--- src/rtl/block_frame_assembler_if.sv ---
// Bundled UART-side, RAM-side, response and frame-control signals of the block frame assembler.
// The assembler connects through the slave modport; the host/environment uses master.
interface block_frame_assembler_if #(
    parameter int unsigned AW = 10
);
    logic [7:0]    rx_data;
    logic          rx_valid;
    logic          mem_we;
    logic [AW-1:0] mem_addr;
    logic [7:0]    mem_wdata;
    logic [7:0]    rsp_data;
    logic          rsp_valid;
    logic          rsp_ready;
    logic          frame_done;
    logic          frame_locked;
    logic          frame_release;
    logic [7:0]    blocks_ok;
    logic [7:0]    err_count;

    modport slave (
        input  rx_data, rx_valid, rsp_ready, frame_release,
        output mem_we, mem_addr, mem_wdata, rsp_data, rsp_valid,
        output frame_done, frame_locked, blocks_ok, err_count
    );

    modport master (
        output rx_data, rx_valid, rsp_ready, frame_release,
        input  mem_we, mem_addr, mem_wdata, rsp_data, rsp_valid,
        input  frame_done, frame_locked, blocks_ok, err_count
    );
endinterface

--- src/rtl/block_frame_assembler.sv ---
// Parses 0xAA/id/total/payload/chk/0x55 block packets from a byte stream, writes payload into
// a row-major frame RAM, answers every packet with ACK/NAK and tracks frame completion.
module block_frame_assembler #(
    parameter int unsigned IMG_W       = 32,
    parameter int unsigned IMG_H       = 32,
    parameter int unsigned BLK_W       = 8,
    parameter int unsigned BLK_H       = 8,
    parameter int unsigned TIMEOUT_CYC = 100000
) (
    input logic                   clk,
    input logic                   reset_n,
    block_frame_assembler_if.slave bus
);
    localparam int unsigned NBC  = IMG_W / BLK_W;
    localparam int unsigned NBLK = NBC * (IMG_H / BLK_H);
    localparam int unsigned AW   = $clog2(IMG_W * IMG_H);
    localparam int unsigned LCW  = (BLK_W > 1) ? $clog2(BLK_W) : 1;
    localparam int unsigned LRW  = (BLK_H > 1) ? $clog2(BLK_H) : 1;
    localparam int unsigned TW   = $clog2(TIMEOUT_CYC + 1);

    typedef enum logic [2:0] {
        StIdle, StId, StTotal, StPayload, StChk, StFooter
    } state_e;

    state_e          state_q, state_d;
    logic [7:0]      id_q, id_d;
    logic [7:0]      xor_q, xor_d;
    logic [7:0]      chk_q, chk_d;
    logic            blk_ok_q, blk_ok_d;
    logic            in_range_q, in_range_d;
    logic [LCW-1:0]  lc_q, lc_d;
    logic [LRW-1:0]  lr_q, lr_d;
    logic [AW-1:0]   row_base_q, row_base_d;
    logic [TW-1:0]   tmo_q, tmo_d;
    logic            mem_we_q, mem_we_d;
    logic [AW-1:0]   mem_addr_q, mem_addr_d;
    logic [7:0]      mem_wdata_q, mem_wdata_d;
    logic [NBLK-1:0] bitmap_q, bitmap_d;
    logic [7:0]      blocks_ok_q, blocks_ok_d;
    logic [7:0]      err_q, err_d;
    logic            done_q, done_d;
    logic            locked_q, locked_d;
    logic [7:0]      rsp0_q, rsp0_d;
    logic [7:0]      rsp1_q, rsp1_d;
    logic [1:0]      rsp_cnt_q, rsp_cnt_d;

    logic [NBLK-1:0] id_onehot;
    logic            timeout_hit;
    logic            rsp_push;
    logic [7:0]      rsp_code;
    logic [7:0]      rsp_id;
    logic            err_inc;
    logic            was_set;

    always_comb begin
        id_onehot = '0;
        for (int unsigned i = 0; i < NBLK; i++) begin
            id_onehot[i] = (32'(id_q) == i);
        end
    end

    assign was_set     = |(bitmap_q & id_onehot);
    assign timeout_hit = (state_q != StIdle) && !bus.rx_valid &&
                         (tmo_q == TW'(TIMEOUT_CYC - 1));

    always_comb begin
        state_d     = state_q;
        id_d        = id_q;
        xor_d       = xor_q;
        chk_d       = chk_q;
        blk_ok_d    = blk_ok_q;
        in_range_d  = in_range_q;
        lc_d        = lc_q;
        lr_d        = lr_q;
        row_base_d  = row_base_q;
        tmo_d       = tmo_q;
        mem_we_d    = 1'b0;
        mem_addr_d  = mem_addr_q;
        mem_wdata_d = mem_wdata_q;
        bitmap_d    = bitmap_q;
        blocks_ok_d = blocks_ok_q;
        err_d       = err_q;
        done_d      = 1'b0;
        locked_d    = locked_q | done_q;
        rsp0_d      = rsp0_q;
        rsp1_d      = rsp1_q;
        rsp_cnt_d   = rsp_cnt_q;
        rsp_push    = 1'b0;
        rsp_code    = 8'h00;
        rsp_id      = 8'h00;
        err_inc     = 1'b0;

        if (state_q == StIdle || bus.rx_valid) begin
            tmo_d = '0;
        end else begin
            tmo_d = tmo_q + TW'(1);
        end

        if (timeout_hit) begin
            state_d = StIdle;
            tmo_d   = '0;
            err_inc = 1'b1;
        end else if (bus.rx_valid) begin
            unique case (state_q)
                StIdle: begin
                    if (bus.rx_data == 8'hAA) state_d = StId;
                end
                StId: begin
                    id_d    = bus.rx_data;
                    xor_d   = bus.rx_data;
                    state_d = StTotal;
                end
                StTotal: begin
                    xor_d      = xor_q ^ bus.rx_data;
                    in_range_d = 32'(id_q) < NBLK;
                    blk_ok_d   = (32'(id_q) < NBLK) && (bus.rx_data == 8'(NBLK)) && !locked_q;
                    // Block origin resolved once here so the payload path only adds and counts.
                    row_base_d = AW'((32'(id_q) / NBC) * BLK_H * IMG_W
                                     + (32'(id_q) % NBC) * BLK_W);
                    lc_d       = '0;
                    lr_d       = '0;
                    state_d    = StPayload;
                end
                StPayload: begin
                    xor_d       = xor_q ^ bus.rx_data;
                    mem_we_d    = blk_ok_q;
                    mem_addr_d  = row_base_q + AW'(lc_q);
                    mem_wdata_d = bus.rx_data;
                    if (lc_q == LCW'(BLK_W - 1)) begin
                        lc_d       = '0;
                        row_base_d = row_base_q + AW'(IMG_W);
                        if (lr_q == LRW'(BLK_H - 1)) begin
                            state_d = StChk;
                        end else begin
                            lr_d = lr_q + LRW'(1);
                        end
                    end else begin
                        lc_d = lc_q + LCW'(1);
                    end
                end
                StChk: begin
                    chk_d   = bus.rx_data;
                    state_d = StFooter;
                end
                StFooter: begin
                    state_d  = StIdle;
                    rsp_push = 1'b1;
                    if (bus.rx_data == 8'h55 && chk_q == xor_q && blk_ok_q && !locked_q) begin
                        rsp_code = 8'h06;
                        rsp_id   = id_q;
                        bitmap_d = bitmap_q | id_onehot;
                        if (!was_set) begin
                            blocks_ok_d = blocks_ok_q + 8'd1;
                            done_d      = &(bitmap_q | id_onehot);
                        end
                    end else begin
                        err_inc  = 1'b1;
                        rsp_code = locked_q ? 8'h16 : 8'h15;
                        rsp_id   = (locked_q || in_range_q) ? id_q : 8'hFF;
                    end
                end
                default: state_d = StIdle;
            endcase
        end

        if (err_inc && err_q != 8'hFF) err_d = err_q + 8'd1;

        // Release wins over a completion in the same cycle: frame is cleared, never locked.
        if (bus.frame_release && state_q != StPayload) begin
            bitmap_d    = '0;
            blocks_ok_d = 8'd0;
            locked_d    = 1'b0;
            done_d      = 1'b0;
        end

        // A new response overwrites whatever is left of the previous one.
        if (rsp_push) begin
            rsp0_d    = rsp_code;
            rsp1_d    = rsp_id;
            rsp_cnt_d = 2'd2;
        end else if (rsp_cnt_q != 2'd0 && bus.rsp_ready) begin
            rsp0_d    = rsp1_q;
            rsp1_d    = 8'h00;
            rsp_cnt_d = rsp_cnt_q - 2'd1;
        end
    end

    always_ff @(posedge clk or negedge reset_n) begin
        if (!reset_n) begin
            state_q     <= StIdle;
            id_q        <= 8'h00;
            xor_q       <= 8'h00;
            chk_q       <= 8'h00;
            blk_ok_q    <= 1'b0;
            in_range_q  <= 1'b0;
            lc_q        <= '0;
            lr_q        <= '0;
            row_base_q  <= '0;
            tmo_q       <= '0;
            mem_we_q    <= 1'b0;
            mem_addr_q  <= '0;
            mem_wdata_q <= 8'h00;
            bitmap_q    <= '0;
            blocks_ok_q <= 8'h00;
            err_q       <= 8'h00;
            done_q      <= 1'b0;
            locked_q    <= 1'b0;
            rsp0_q      <= 8'h00;
            rsp1_q      <= 8'h00;
            rsp_cnt_q   <= 2'd0;
        end else begin
            state_q     <= state_d;
            id_q        <= id_d;
            xor_q       <= xor_d;
            chk_q       <= chk_d;
            blk_ok_q    <= blk_ok_d;
            in_range_q  <= in_range_d;
            lc_q        <= lc_d;
            lr_q        <= lr_d;
            row_base_q  <= row_base_d;
            tmo_q       <= tmo_d;
            mem_we_q    <= mem_we_d;
            mem_addr_q  <= mem_addr_d;
            mem_wdata_q <= mem_wdata_d;
            bitmap_q    <= bitmap_d;
            blocks_ok_q <= blocks_ok_d;
            err_q       <= err_d;
            done_q      <= done_d;
            locked_q    <= locked_d;
            rsp0_q      <= rsp0_d;
            rsp1_q      <= rsp1_d;
            rsp_cnt_q   <= rsp_cnt_d;
        end
    end

    assign bus.mem_we       = mem_we_q;
    assign bus.mem_addr     = mem_addr_q;
    assign bus.mem_wdata    = mem_wdata_q;
    assign bus.rsp_data     = rsp0_q;
    assign bus.rsp_valid    = (rsp_cnt_q != 2'd0);
    assign bus.frame_done   = done_q;
    assign bus.frame_locked = locked_q;
    assign bus.blocks_ok    = blocks_ok_q;
    assign bus.err_count    = err_q;

endmodule
--- src/flat_wrapper.sv ---
// flat-port wrapper written by rule: the top's interface ports become plain ports
module block_frame_assembler_flat 
#(
    parameter int unsigned IMG_W       = 32,
    parameter int unsigned IMG_H       = 32,
    parameter int unsigned BLK_W       = 8,
    parameter int unsigned BLK_H       = 8,
    parameter int unsigned TIMEOUT_CYC = 100000
)
  (clk, reset_n, bus_rx_data, bus_rx_valid, bus_rsp_ready, bus_frame_release, bus_mem_we, bus_mem_addr, bus_mem_wdata, bus_rsp_data, bus_rsp_valid, bus_frame_done, bus_frame_locked, bus_blocks_ok, bus_err_count);
  block_frame_assembler_if bus_i ();
  input logic clk;
  input logic reset_n;
  input wire logic [$bits(bus_i.rx_data)-1:0] bus_rx_data;
  input wire logic [$bits(bus_i.rx_valid)-1:0] bus_rx_valid;
  input wire logic [$bits(bus_i.rsp_ready)-1:0] bus_rsp_ready;
  input wire logic [$bits(bus_i.frame_release)-1:0] bus_frame_release;
  output wire logic [$bits(bus_i.mem_we)-1:0] bus_mem_we;
  output wire logic [$bits(bus_i.mem_addr)-1:0] bus_mem_addr;
  output wire logic [$bits(bus_i.mem_wdata)-1:0] bus_mem_wdata;
  output wire logic [$bits(bus_i.rsp_data)-1:0] bus_rsp_data;
  output wire logic [$bits(bus_i.rsp_valid)-1:0] bus_rsp_valid;
  output wire logic [$bits(bus_i.frame_done)-1:0] bus_frame_done;
  output wire logic [$bits(bus_i.frame_locked)-1:0] bus_frame_locked;
  output wire logic [$bits(bus_i.blocks_ok)-1:0] bus_blocks_ok;
  output wire logic [$bits(bus_i.err_count)-1:0] bus_err_count;
  assign bus_i.rx_data = bus_rx_data;
  assign bus_i.rx_valid = bus_rx_valid;
  assign bus_i.rsp_ready = bus_rsp_ready;
  assign bus_i.frame_release = bus_frame_release;
  assign bus_mem_we = bus_i.mem_we;
  assign bus_mem_addr = bus_i.mem_addr;
  assign bus_mem_wdata = bus_i.mem_wdata;
  assign bus_rsp_data = bus_i.rsp_data;
  assign bus_rsp_valid = bus_i.rsp_valid;
  assign bus_frame_done = bus_i.frame_done;
  assign bus_frame_locked = bus_i.frame_locked;
  assign bus_blocks_ok = bus_i.blocks_ok;
  assign bus_err_count = bus_i.err_count;
  block_frame_assembler #(.IMG_W(IMG_W), .IMG_H(IMG_H), .BLK_W(BLK_W), .BLK_H(BLK_H), .TIMEOUT_CYC(TIMEOUT_CYC)) u_core (.clk(clk), .reset_n(reset_n), .bus(bus_i));
endmodule
--- config.mk ---
export PLATFORM = sky130hd
export DESIGN_NAME = block_frame_assembler_flat
export DESIGN_NICKNAME = d
export VERILOG_FILES = /design/src/rtl/block_frame_assembler_if.sv /design/src/rtl/block_frame_assembler.sv /design/src/flat_wrapper.sv
export SDC_FILE = /design/constraint.sdc
export NUM_CORES = 1
export LEC_CHECK = 0
export ABC_AREA = 1
export CELL_PAD_IN_SITES_DETAIL_PLACEMENT = 1
export CELL_PAD_IN_SITES_GLOBAL_PLACEMENT = 2
export CORE_MARGIN = 4
export CORE_UTILIZATION = 34
export CTS_BUF_LIST = sky130_fd_sc_hd__clkbuf_16
export CTS_CLUSTER_DIAMETER = 30
export DETAILED_ROUTE_END_ITERATION = 8
export PLACE_DENSITY_LB_ADDON = 0.1
export REMOVE_ABC_BUFFERS = 1
export SKIP_LAST_GASP = 1
export SYNTH_ARGS = -nofsm -noshare
export SYNTH_HDL_FRONTEND = slang
export SYNTH_SLANG_ARGS = --single-unit
--- constraint.sdc ---
create_clock -name clk -period 1.73 [get_ports clk]
set_input_delay 0.173 -clock clk [delete_from_list [all_inputs] [get_ports clk]]
set_output_delay 0.173 -clock clk [all_outputs]
set_load 0.1 [all_outputs]
# --- Word-level counts from Yosys, hierarchy flattened ---
# Index checks and enable logic that the tools add are counted.
word_totals:
  register_bits: 133
  input_bits: 13
  out_inout_bits: 46
  wordCells: 171
op_classes:
  add_sub_neg: 9
  magnitude_cmp: 1
  eq_ne: 36
  muxes: 60
  n_bitwise: 5
  reduce_logical: 39
op_table:
  columns: ["cell", "n"]
  rows:
  - ["$mux 8", 19]
  - ["$mux 16", 5]
  - ["$eq 8x4->1 const B", 8]
  - ["$mux 17", 2]
  - ["$eq 8x3->1 const B", 4]
  - ["$mux 3", 8]
  - ["$pmux 10 s2", 1]
  - ["$reduce_and 3->1", 6]
  - ["$add 17x1->17 const B", 1]
  - ["$eq 17x17->1 const B", 1]
  - ["$mux 1", 17]
  - ["$add 8x1->8 const B", 2]
  - ["$and 16x16->16", 1]
  - ["$eq 8x2->1 const B", 2]
  - ["$or 16x16->16", 1]
  - ["$pmux 8 s2", 1]
  - ["$reduce_and 16->1", 1]
  - ["$reduce_bool 2->1", 8]
  - ["$reduce_or 16->1", 1]
  - ["$pmux 3 s5", 1]
  - ["$eq 3x3->1 const B", 4]
  - ["$pmux 3 s2", 2]
  - ["$reduce_and 4->1", 3]
  - ["$add 10x3->10", 1]
  - ["other kinds (30)", 50]

# --- Longest topological paths before layout ---
depth:
  depth_word: 9
  depth_mapped: 12
  ltp_nobuf: 12

# --- Worst setup path before layout ---
# OpenSTA, ideal clock, no wires.
synth_path:
  kind: "register to register"
  startpoint: "register u_core.err_q[1], in the netlist u_core.bus.err_count[1]"
  endpoint: "register u_core.err_q[5], in the netlist u_core.bus.err_count[5]"
  setup_time_ps: 67
  arrival_time_ps: 2050
  t_required_ps: 1663
  slack_ps: -387
  path_stages_with_launch: 8
  path_buffers: 0
  period_less_slack_ps: 2117
  path_cell_list: "dfrtp_1 -> ha_1 -> nand2_1 -> inv_1 -> nand4_1 -> nand2_4 -> nand2_1 -> nand2_1"
synth_via:
  elab_chain_len: 2
  word_cells_on_any_way: 3
  classes_between: "add/sub: 1; eq/ne: 1; reduce/logical: 1"
synth_rtl:
  columns: ["element", "line_no", "rtl"]
  rows:
  - ["start: declaration", "block_frame_assembler.sv:40", "logic [7:0] err_q, err_d;"]
  - ["start signal: assignment", "block_frame_assembler.sv:227", "err_q <= err_d;"]
  - ["parallel branches: the longest is 2 deep, another holds $add 8x1->8", null, null]
# Parallel ways; which one is timed is not known.
# A chain may end at the register's enable or synchronous reset.

# --- Worst setup path in the final report ---
layout_path:
  startpoint: "register u_core.id_q[6]"
  endpoint: "register u_core.blocks_ok_q[0], in the netlist u_core.bus.blocks_ok[0]"
layout_via:
  elab_chain_len: 5
  word_cells_on_any_way: 20
  classes_between: "eq/ne: 16; bitwise: 1; reduce/logical: 3"
layout_rtl:
  columns: ["element", "line_no", "rtl"]
  rows:
  - ["start: declaration", "block_frame_assembler.sv:26", "logic [7:0] id_q, id_d;"]
  - ["start signal: assignment", "block_frame_assembler.sv:213", "id_q <= id_d;"]
  - ["$eq 8x1->1 (tied with other cells)", "block_frame_assembler.sv:58", "id_onehot[i] = (32'(id_q) == i);"]
  - ["$and 16x16->16 (*)", "block_frame_assembler.sv:62", "assign was_set = |(bitmap_q & id_onehot);"]
  - ["$reduce_or 16->1 (*)", "block_frame_assembler.sv:62", null]
  - ["$ne 2x2->1 (no source line) (*)", null, null]
  - ["$reduce_and 5->1 (no source line) (*)", null, null]
  - ["end signal: assignment", "block_frame_assembler.sv:226", "blocks_ok_q <= blocks_ok_d;"]
  - ["end: declaration", "block_frame_assembler.sv:39", "logic [7:0] blocks_ok_q, blocks_ok_d;"]
# Every way passes the cells marked *; elsewhere a longest branch is shown, timed or not.

==> summary.txt <==
Timing
  – Max Freq: 599.8 MHz
  – Final slew viol count: 0
  – Rel. slew slack: 75.66%
  – RSZ-0062 raised after global routing: yes
  – Minimum clock period: 1667 ps
  – Slew at the pin closest to its max-slew limit: roughly 370 ps
  – Final Hold Fails: 0
  – # setup viols final: 0
  – Crit share post-route: between 90 and 100%
  – Clock Skews: about 8.6 ps
  – Final worst slack: 62.71 ps

Clock tree
  – Clk Latency, worst-skew pair: 430 ps
  – H-tree depth: 4
  – CTS tree: built
  – CTS Buf Count: 17
  – Clock buffer depth: 2
  – Root buf cell: clkbuf_16
  – Reg clk slew, reported paths: about 60 ps
  – Clock sinks: 130

Pwr
  – Worst vdd ir: 0.0008983 V
  – P_int: 8.338 mW
  – Logic pwr share: 44.9%
  – Switching share of power: roughly 45%
  – Clk pwr share: 25.3%
  – Flop pwr share: 29.8%
  – Static Leak: 4.362 nW
  – PwrDens: ~1700 nW/um^2
  – Psw: ~6.7 mW

Logic synthesis
  – Post-synth top area cell: dfrtp_1
  – Sequential area share after synthesis: 48.97%
  – Synth Register Bits: 130
  – Mapped cell area: roughly 6600 um^2
  – Predominant post-synthesis flop cell: dfrtp_1
  – Mapped Cells: approximately 840
  – Yosys Warn Count: 0
  – Synth async-reset ratio: 100.0%
  – Count of cell types in the netlist: 41
  – Top cells by area, synth: dfrtp_1 (49%), nand2_1 (14%), inv_1 (5.1%)
  – Post-synth EDFFs: 0
  – Top cell type's share of synthesized area: 48.97%
  – Mean post-synth cell area: just under 8 um^2

Critical path
  – FF-to-FF Start: u_core.id_q[6]
  – Crit-path most repeated cell: nand2_1
  – Ordered cell list for the critical path: inv_2, nand2_1, nor2_4, buf_12, nand3_1, nand2_1, nor2_1, nand2_1, nor2_4, buf_6, nand4_1, nand2_1
  – Worst path slowest cell: dfrtp_1
  – Slowest cell delay on critical path: 380 ps
  – Crit path kind: reg2reg
  – Reg-to-Reg End: u_core.bus.blocks_ok[0]
  – CP Max Fanout: 32
  – CP Launch Type: flip-flop
  – Cell depth of the worst setup path: 12
  – Critical Path AT: 1970 ps
  – CP Buf/Inv Count: 3
  – Critical Path RT: roughly 2000 ps
  – R2R depth: 12
  – Crit path capture type: flip-flop
  – Critical path's top delay family: simple AND/OR/NAND/NOR gates
  – Reg2Reg Setup Slack: 60 ps

Detailed routing
  – Metal3 WL: 431 um
  – Total wire length: 19.43 mm
  – WL/cell: 15.51 um
  – Post-Route M1 WL: 8.833 mm
  – Pre-Repair DR Iteration Count: 4
  – Met2 WL: 9.937 mm
  – Initial DRC count: between 200 and 250
  – Vias: 6005
  – DRC: 0
  – DR top layer: met4
  – Average vias per placed instance: between 4 and 5
  – Final antenna-violating net count: 0

Global routing
  – Largest net degree at the start of global routing: 39
  – Initial antenna violation count: 0
  – Total grt overflow: 0
  – Vias in the first global route: roughly 6600
  – First-pass GRT wire length: 33.00 mm
  – GRT Total Usage: 18.70%

Placement
  – Hpwl dp: 14.45 mm
  – Place WS: -283.3 ps
  – Final Wtd Congestion: 0.8254
  – Number of port buffers: 58

Cells and area
  – Top reg by flops: u_core.tmo_q
  – Area growth syn-to-layout: 36.73%
  – Finished Core Util: around 48%
  – Antenna diodes: 0
  – # fillers: 2293
  – Fin nets: 1003
  – Max reg flops: 17
  – Share of cells above drive strength 1: about a quarter

Floorplanning
  – Core ar.: 18960 um^2
  – Chip Height: ~150 um
  – # rows: 50
  – Full die area: 21840 um^2
  – Starting Density: 35.04%
  – IO Count: 59
  – Die X: 147.8 um

Outcome
  – Status: finished clean

Run
  – Max-cap violation count: 0

Min path
  – Worst min-delay path category: in2async
Yosys cell counts, types with 2 or more instances:
master	count
nand2_1	256
nor2_1	67
clkbuf_1	9
xor2_1	17
a21oi_1	25
mux2_2	2
o21ai_0	49
nor3_1	11
inv_1	90
buf_2	8
nand4_1	21
nor3b_1	3
ha_1	9
nand3b_1	2
o21ai_1	6
buf_6	2
nor2_2	7
inv_2	10
nor2_4	3
buf_4	2
nand2_2	5
nor4_1	4
dfrtp_1	130
nand3_1	65
xnor2_1	10
a21oi_2	10
kinds of logic after synthesis:
family	count (synthesis)	share of synthesized area, %
AOI/OAI and AO/OA	98	8.251
and+or+nand+nor	450	29.76
adders and majority gates	9	1.695
muxes	2	0.3390
xor gates and xnor gates	27	3.560
DFF	130	48.97
buffers and inverters	122	7.421
layout by cell type (no fill, tap or decap), types with 5 or more instances in the layout:
cell type / n
clkdlybuf4s50_1: 11
nor2_2: 11
inv_1: 89
o21ai_0: 49
o21ai_1: 6
nor3_1: 9
a21oi_1: 25
clkbuf_16: 17
nor2_4: 5
clkinvlp_4: 5
xnor2_1: 9
a21oi_2: 10
nand2_1: 246
nand3_1: 61
nand4_1: 21
nor2_1: 61
dfrtp_1: 129
nand2_2: 14
buf_12: 29
xor2_1: 17
inv_2: 12
ha_1: 8
buf_4: 101
worst register-to-register path: stages, from the launching register on:
cell and delay, ps:
dfrtp_1 380, inv_2 60, nand2_1 70, nor2_4 150, buf_12 200, nand3_1 110, nand2_1 100, nor2_1 50
nand2_1 100, nor2_4 60, buf_6 140, nand4_1 70, nand2_1 60
area by class of cell:
| cell class | instances | area [um^2] | area share [%] |
|---|---|---|---|
| well taps | 260 | 325.3 | 3.582 |
| multi-input cells | 587 | 3023 | 33.28 |
| inverters | 101 | 381.6 | 4.202 |
| clock inverters | 14 | 191.4 | 2.108 |
| clock buffers | 17 | 425.4 | 4.684 |
| flip-flops and latches | 130 | 3254 | 35.83 |
| repair buffers | 144 | 1481 | 16.31 |
through the flow:
step                TNS [ps]  cell area [um^2]  hold slack, ps  power [mW]  std cells
CTS                   -6.710              8936           225.6       15.12       1244
global placement       -5504              8249           99.10       10.97       1210
global route          -836.7              9082           241.9       15.99       1253
floorplan             -15290              6531          -122.6       8.676        817
detailed placement     -8148              8249           107.0       11.19       1210
finish                     0              9082           221.3       15.05       1253
power groups by stage:
| stage | Clock, mW | Sequential, mW | Combinational, mW |
|---|---|---|---|
| 2_1_floorplan | 0 | 6.43 | 2.25 |
| 3_3_place_gp | 0 | 4.45 | 6.52 |
| 3_5_place_dp | 0 | 4.51 | 6.68 |
| 4_1_cts | 3.89 | 4.47 | 6.75 |
| 5_1_grt | 4.08 | 4.59 | 7.32 |
| 6_report | 3.81 | 4.48 | 6.76 |
metal layers:
layer / GRT usage (%) / vias to the layer above
met5: 0 / -
li1: - / 2975
met4: 5.359 / 0
met3: 3.403 / 17
met2: 33.26 / 53
met1: 23.24 / 2960
how the worst max path moves through the flow:
stage / start / end / slack, ps
after floorplan: u_core.rsp_cnt_q[0] / u_core.bus.rsp_data[0] / -530
after global placement: bus_rx_data[4] / u_core.bus.err_count[5] / -210
after detailed placement: bus_rx_data[4] / u_core.bus.err_count[4] / -280
after CTS: u_core.id_q[4] / u_core.bus.blocks_ok[0] / -7
after global routing: u_core.id_q[3] / u_core.bus.frame_done / -110
final: u_core.id_q[6] / u_core.bus.blocks_ok[0] / 60
repair_timing:
item / in CTS / in global routing
setup endpoints to repair: 29 / 42
resized for setup: 11 / 24
buffers inserted: 2 / 8
hold endpoints to repair: 32 / 0
hold buffers: 1 / 0
pin swaps: 1 / 7
cloned: 0 / 1
(Power assumes the default switching activity.)
